`config.mk`:
```
export PLATFORM = sky130hd
export DESIGN_NAME = mem_stage_mmio
export DESIGN_NICKNAME = d
export VERILOG_FILES = /design/src/rtl/mem_stage_mmio.sv
export SDC_FILE = /design/constraint.sdc
export NUM_CORES = 1
export LEC_CHECK = 0
export CAP_MARGIN = 0
export CORE_ASPECT_RATIO = 1.2
export CORE_MARGIN = 2
export CORE_UTILIZATION = 40
export DETAILED_ROUTE_END_ITERATION = 10
export GPL_TIMING_DRIVEN = 1
export MAX_ROUTING_LAYER = met4
export PLACE_DENSITY = 0.77
export SETUP_SLACK_MARGIN = 0.5
export SLEW_MARGIN = 20
export SYNTH_ARGS = -nofsm -noshare
export SYNTH_HDL_FRONTEND = slang
export SYNTH_SLANG_ARGS = --single-unit
export TNS_END_PERCENT = 20
```
`constraint.sdc`:
```
create_clock -name clk -period 2.3 [get_ports clk]
set_input_delay 0.46 -clock clk [delete_from_list [all_inputs] [get_ports clk]]
set_output_delay 0.46 -clock clk [all_outputs]
set_load 0.05 [all_outputs]
```
`src/rtl/mem_stage_mmio.sv`:
```
// MIPS MEM stage: handshaked accept, variable-latency RAM or serial MMIO access,
// misalign/timeout detection, and load extension / bypass result for writeback.
module mem_stage_mmio #(
  parameter int unsigned    ADDR_W    = 32,
  parameter logic [31:0]    MMIO_BASE = 32'hFFFF0000,
  parameter int unsigned    TIMEOUT   = 255
) (
  input  logic              clk,
  input  logic              reset,
  input  logic              in_valid,
  output logic              in_ready,
  input  logic [7:0]        bundle_in,
  input  logic [ADDR_W-1:0] address_in,
  input  logic [31:0]       store_data_in,
  input  logic [4:0]        write_reg_in,
  input  logic [31:0]       pc_seq_in,
  output logic              out_valid,
  output logic [31:0]       result_out,
  output logic [4:0]        write_reg_out,
  output logic [1:0]        wb_ctrl_out,
  output logic [31:0]       pc_seq_out,
  output logic              misalign_out,
  output logic              timeout_out,
  output logic              mem_req,
  output logic              mem_we,
  output logic [ADDR_W-1:0] mem_addr,
  output logic [3:0]        mem_be,
  output logic [31:0]       mem_wdata,
  input  logic              mem_ack,
  input  logic [31:0]       mem_rdata,
  input  logic [7:0]        serial_in,
  input  logic              serial_valid_in,
  input  logic              serial_ready_in,
  output logic [7:0]        serial_out,
  output logic              serial_rden_out,
  output logic              serial_wren_out
);

  typedef enum logic [1:0] {IDLE, MEM_WAIT, SER_WAIT, DONE} state_t;

  localparam logic [ADDR_W-1:0] MMIO_A = MMIO_BASE[ADDR_W-1:0];
  localparam logic [15:0]       TO_M1  = 16'(TIMEOUT - 1);

  state_t            state_q, state_d;
  logic [7:0]        bundle_q, bundle_d;
  logic [ADDR_W-1:0] addr_q, addr_d;
  logic [31:0]       sdata_q, sdata_d;
  logic [4:0]        wreg_q, wreg_d;
  logic [31:0]       pc_q, pc_d;
  logic [15:0]       cnt_q, cnt_d;
  logic [31:0]       result_q, result_d;
  logic              misalign_q, misalign_d;
  logic              timeout_q, timeout_d;

  logic        in_access, in_mis, in_mmio, st_wr, ser_go;
  logic [31:0] lane, load_val;

  // Write beats read; a bypassed read never touches memory.
  assign in_access = bundle_in[3] | (bundle_in[2] & ~bundle_in[7]);
  assign in_mis    = in_access & (((bundle_in[5:4] == 2'b01) & address_in[0]) |
                                  (bundle_in[5] & (|address_in[1:0])));
  assign in_mmio   = address_in[ADDR_W-1:2] == MMIO_A[ADDR_W-1:2];

  assign st_wr  = bundle_q[3];
  assign ser_go = st_wr ? serial_ready_in : serial_valid_in;
  assign lane   = mem_rdata >> {addr_q[1:0], 3'b000};

  always_comb begin
    load_val = lane;
    case (bundle_q[5:4])
      2'b00:   load_val = {{24{lane[7]  & bundle_q[6]}}, lane[7:0]};
      2'b01:   load_val = {{16{lane[15] & bundle_q[6]}}, lane[15:0]};
      default: load_val = lane;
    endcase
  end

  always_comb begin
    state_d    = state_q;
    bundle_d   = bundle_q;
    addr_d     = addr_q;
    sdata_d    = sdata_q;
    wreg_d     = wreg_q;
    pc_d       = pc_q;
    cnt_d      = cnt_q;
    result_d   = result_q;
    misalign_d = misalign_q;
    timeout_d  = timeout_q;
    case (state_q)
      IDLE: if (in_valid) begin
        bundle_d   = bundle_in;
        addr_d     = address_in;
        sdata_d    = store_data_in;
        wreg_d     = write_reg_in;
        pc_d       = pc_seq_in;
        cnt_d      = '0;
        result_d   = 32'(address_in);
        misalign_d = in_mis;
        timeout_d  = 1'b0;
        if (!in_access || in_mis) state_d = DONE;
        else if (in_mmio)         state_d = SER_WAIT;
        else                      state_d = MEM_WAIT;
      end
      MEM_WAIT, SER_WAIT: begin
        // Completion is tested before the timeout so a last-cycle ack still wins.
        if ((state_q == MEM_WAIT) ? mem_ack : ser_go) begin
          if (!st_wr && !bundle_q[7])
            result_d = (state_q == MEM_WAIT) ? load_val : {24'b0, serial_in};
          state_d = DONE;
        end else if (cnt_q == TO_M1) begin
          timeout_d = 1'b1;
          result_d  = '0;
          state_d   = DONE;
        end else begin
          cnt_d = cnt_q + 16'd1;
        end
      end
      default: state_d = IDLE;
    endcase
  end

  always_ff @(posedge clk) begin
    if (!reset) begin
      state_q    <= IDLE;
      bundle_q   <= '0;
      addr_q     <= '0;
      sdata_q    <= '0;
      wreg_q     <= '0;
      pc_q       <= '0;
      cnt_q      <= '0;
      result_q   <= '0;
      misalign_q <= 1'b0;
      timeout_q  <= 1'b0;
    end else begin
      state_q    <= state_d;
      bundle_q   <= bundle_d;
      addr_q     <= addr_d;
      sdata_q    <= sdata_d;
      wreg_q     <= wreg_d;
      pc_q       <= pc_d;
      cnt_q      <= cnt_d;
      result_q   <= result_d;
      misalign_q <= misalign_d;
      timeout_q  <= timeout_d;
    end
  end

  assign in_ready  = state_q == IDLE;
  assign out_valid = state_q == DONE;
  assign mem_req   = state_q == MEM_WAIT;
  assign mem_we    = mem_req & st_wr;
  assign mem_addr  = mem_req ? {addr_q[ADDR_W-1:2], 2'b00} : '0;

  always_comb begin
    mem_be    = 4'b0000;
    mem_wdata = 32'h0;
    if (mem_req) begin
      case (bundle_q[5:4])
        2'b00: begin
          mem_be    = 4'b0001 << addr_q[1:0];
          mem_wdata = {4{sdata_q[7:0]}};
        end
        2'b01: begin
          mem_be    = 4'b0011 << addr_q[1:0];
          mem_wdata = {2{sdata_q[15:0]}};
        end
        default: begin
          mem_be    = 4'b1111;
          mem_wdata = sdata_q;
        end
      endcase
    end
  end

  assign serial_rden_out = (state_q == SER_WAIT) & ~st_wr & bundle_q[2] & serial_valid_in;
  assign serial_wren_out = (state_q == SER_WAIT) & st_wr & serial_ready_in;
  assign serial_out      = serial_wren_out ? sdata_q[7:0] : 8'h00;

  assign misalign_out  = out_valid & misalign_q;
  assign timeout_out   = out_valid & timeout_q;
  assign write_reg_out = (misalign_q | timeout_q) ? 5'd0 : wreg_q;
  assign wb_ctrl_out   = bundle_q[1:0];
  assign pc_seq_out    = pc_q;
  assign result_out    = result_q;

endmodule
```
==> flow_summary.yaml <==
run_status:
  status: "completed"
setup_path:
  path_cells: "clkdlybuf4s50_1"
  crit_family: "buffers and inverters"
  cp_num_buf_inv: 1
  start_kind: "register"
  cpPeakStageDelay_ps: 860
  worstPathArrival_ps: 1730
  critPathMaxFanout: 2
  slowest_stage: "clkdlybuf4s50_1"
  critPathKind: "reg -> out"
  setup.worst_path.end_class: "primary output"
  cp.required_ps: 1840
logic_synthesis:
  synth_top_area_share_pct: 40.5
  ys_seq_elements: 161
  mappedNetlistArea_sq_um: 7960
  avgSynthCellArea_sq_um: 7.86
  synth_common_cells: "nand2_1 (269), dfxtp_1 (161), a21oi_1 (145)"
  synthTopCellsByArea: "dfxtp_1 (41%), nand2_1 (13%), a21oi_1 (9.1%), mux2i_1 (5.2%), and2_1 (5.1%)"
  yosysSeqAreaShare_pct: 40.5
  async_flop_share_pct: 0
  synth_cell_types: 55
  synth_most_common_cell: "nand2_1"
  synth_flop_cell: "dfxtp_1"
  yosysWarnings: 0
  synth_top_area_cell: "dfxtp_1"
  synth_edf_count: 0
  syn-instance-count: 1012
timing:
  period_needed_ps: 2190
  max_clock_freq_ghz: 0.456
  maxSlewHeadroom_pct: 59.5
  fin_skew_ps: 7.36
  finalSetupViolations: 0
  fin_crit_sh_pct: 95.3
  finalHoldWorstSlack_ps: 449
  tightest_slew_ps: 606
  slew_violations: 0
  hold_viol: 0
  fin_setup_tns_ps: 0
  rsz0062_at_grt: "yes"
global_routing:
  grt_usage_pct: 29.9
  antenna_found_initial: 1
  use_met3_pct: 8.60
  grt_max_degree: 91
  met2_usage_pct: 52.0
  grt_remaining_overflow: 0
  grt_busiest_layer: "met2"
  grt_pass1_wl_mm: 47.6
  met1_usage_pct: 32.9
  grt_pass1_vias: 8483
power_and_ir_drop:
  power_density_nw_per_um2: 1200
  power_w: 0.0168
  peakVddDrop_uv: 696
  p_leak_nw: 5.20
floorplanning:
  rows: 56
  ios: 310
  die_height_microns: 158
  fp.coreArea_sq_um: 19500
  dieArea_sq_um: 21000
  die_x_microns: 133
  initial_core_util_pct: 40.7
worst_hold_path:
  min_path_type: "reg -> reg"
placement:
  port-buffer-count: 307
  dpl.hpwl_mm: 21.8
  gp_congestion: 0.906
clock_tree:
  path_clk_slew_ps: 60
  cts.sinks: 161
  cts-htree-levels: 4
  max-clock-path-buffers: 2
  root_buffer: "clkbuf_16"
  clk_latency_ps: 430
  cts_buffers: 17
  cts_tree: "built"
detailed_routing:
  firstDrtPassIters: 5
  routedWlPerCell_microns: 20.4
  drtAntennaViolNets: 0
  viasPerCell: 5.58
  drt_iter0_drc: 688
  wl_mm: 32.8
  drc_errors: 0
  vias: 8974
flow_run:
  max_cap_violations: 0
finish:
  drive_above_1_share_pct: 28.3
  fill_cells: 1421
  synthToLayoutAreaGrowth_pct: 76.7
  finalNetCount: 1494
  finish.utilization_pct: 71.9
==> cells in the final DEF (no fill, tap or decap), types with 4 or more instances in the layout <==
cell type	count
nand2_1	268
clkdlybuf4s50_1	219
dfxtp_1	151
a21oi_1	131
buf_12	93
and2_4	59
buf_4	50
mux2i_1	39
o21ai_0	27
clkbuf_16	18
a22oi_1	17
nor2_1	16
a211oi_2	16
o221a_2	15
buf_6	11
nor2b_1	9
a21boi_4	9
nor2b_4	9
and2_1	9
a21oi_2	9
a31o_2	8
or3_1	8
a22o_1	8
o2bb2ai_1	8
nand4_1	7
a2bb2oi_1	7
dfxtp_2	6
nand3_1	5
nor4_1	5
a21oi_4	5
inv_6	5
buf_16	5
o211ai_1	4
dfxtp_4	4
==> sequential cells by signal (all words and copies together), names as in the netlist <==
register and count:
addr_q 32, bundle_q 8, cnt_q 16, misalign_q 1, pc_seq_out 32, result_out 32, sdata_q 32, state_q 2
timeout_q 1, wreg_q 5
==> layer usage <==
layer,vias to the layer above,wire length [microns]
met2,460,16500
met5,-,0
met4,0,1160
met3,80,2730
met1,4302,12400
li1,4132,-
==> stage by stage <==
| step | area, sq um | setup slack [ps] | instances |
|---|---|---|---|
| final | 14100 | 108 | 1608 |
| after global routing | 14100 | 68.8 | 1608 |
| after CTS | 13600 | 126 | 1590 |
| after detailed placement | 12600 | -193 | 1539 |
| after global placement | 12600 | -153 | 1539 |
| after floorplan | 8410 | 246 | 1013 |
==> report_power, final <==
part	switching, W	leakage, nW	internal [W]	total [W]
combinational	0.00571	3.58	0.00424	0.00996
sequential	0.000482	1.33	0.00342	0.00390
clock	0.00127	0.292	0.00171	0.00298
total	0.00746	5.20	0.00937	0.0168
==> area by class of cell <==
class | count | area (sq um) | area share, %
tap | 261 | 327 | 2.32
clock buffer | 20 | 467 | 3.32
timing repair buffer | 386 | 4810 | 34.2
antenna | 1 | 2.50 | 0.0178
clock inverter | 12 | 143 | 1.01
multi-input combinational | 758 | 5010 | 35.7
inverter | 9 | 47.5 | 0.338
sequential | 161 | 3250 | 23.1
==> cell families (layout without fill, tap and decap cells) <==
kind of cell,Yosys count,after routing,synth area share (%)
flops,161,161,40.5
simple gates,424,427,24.6
fa+ha+maj,6,6,0.944
buf+inv,97,427,5.39
compound gates,276,276,22.2
mux,46,46,6.20
other cells,1,3,0.0471
xor+xnor,1,1,0.110
==> timing repair <==
item,CTS,global route
pin swaps,2,29
hold buffers,0,0
setup buffers,12,13
gates cloned,7,4
resized for setup,42,81
endpoints found under the setup margin,200,203
endpoints found under the hold margin,0,0
==> final timing paths <==
kind	startpoint	to	slack, ps	cells past startpoint
max reg2reg	cnt_q[0]	result_out[31]	170	9
min	wreg_q[4]	wreg_q[4]	450	2
max	result_out[6]	result_out[6]	110	1
min reg2reg	wreg_q[4]	wreg_q[4]	450	2
Power figures use the tool's default switching activity.
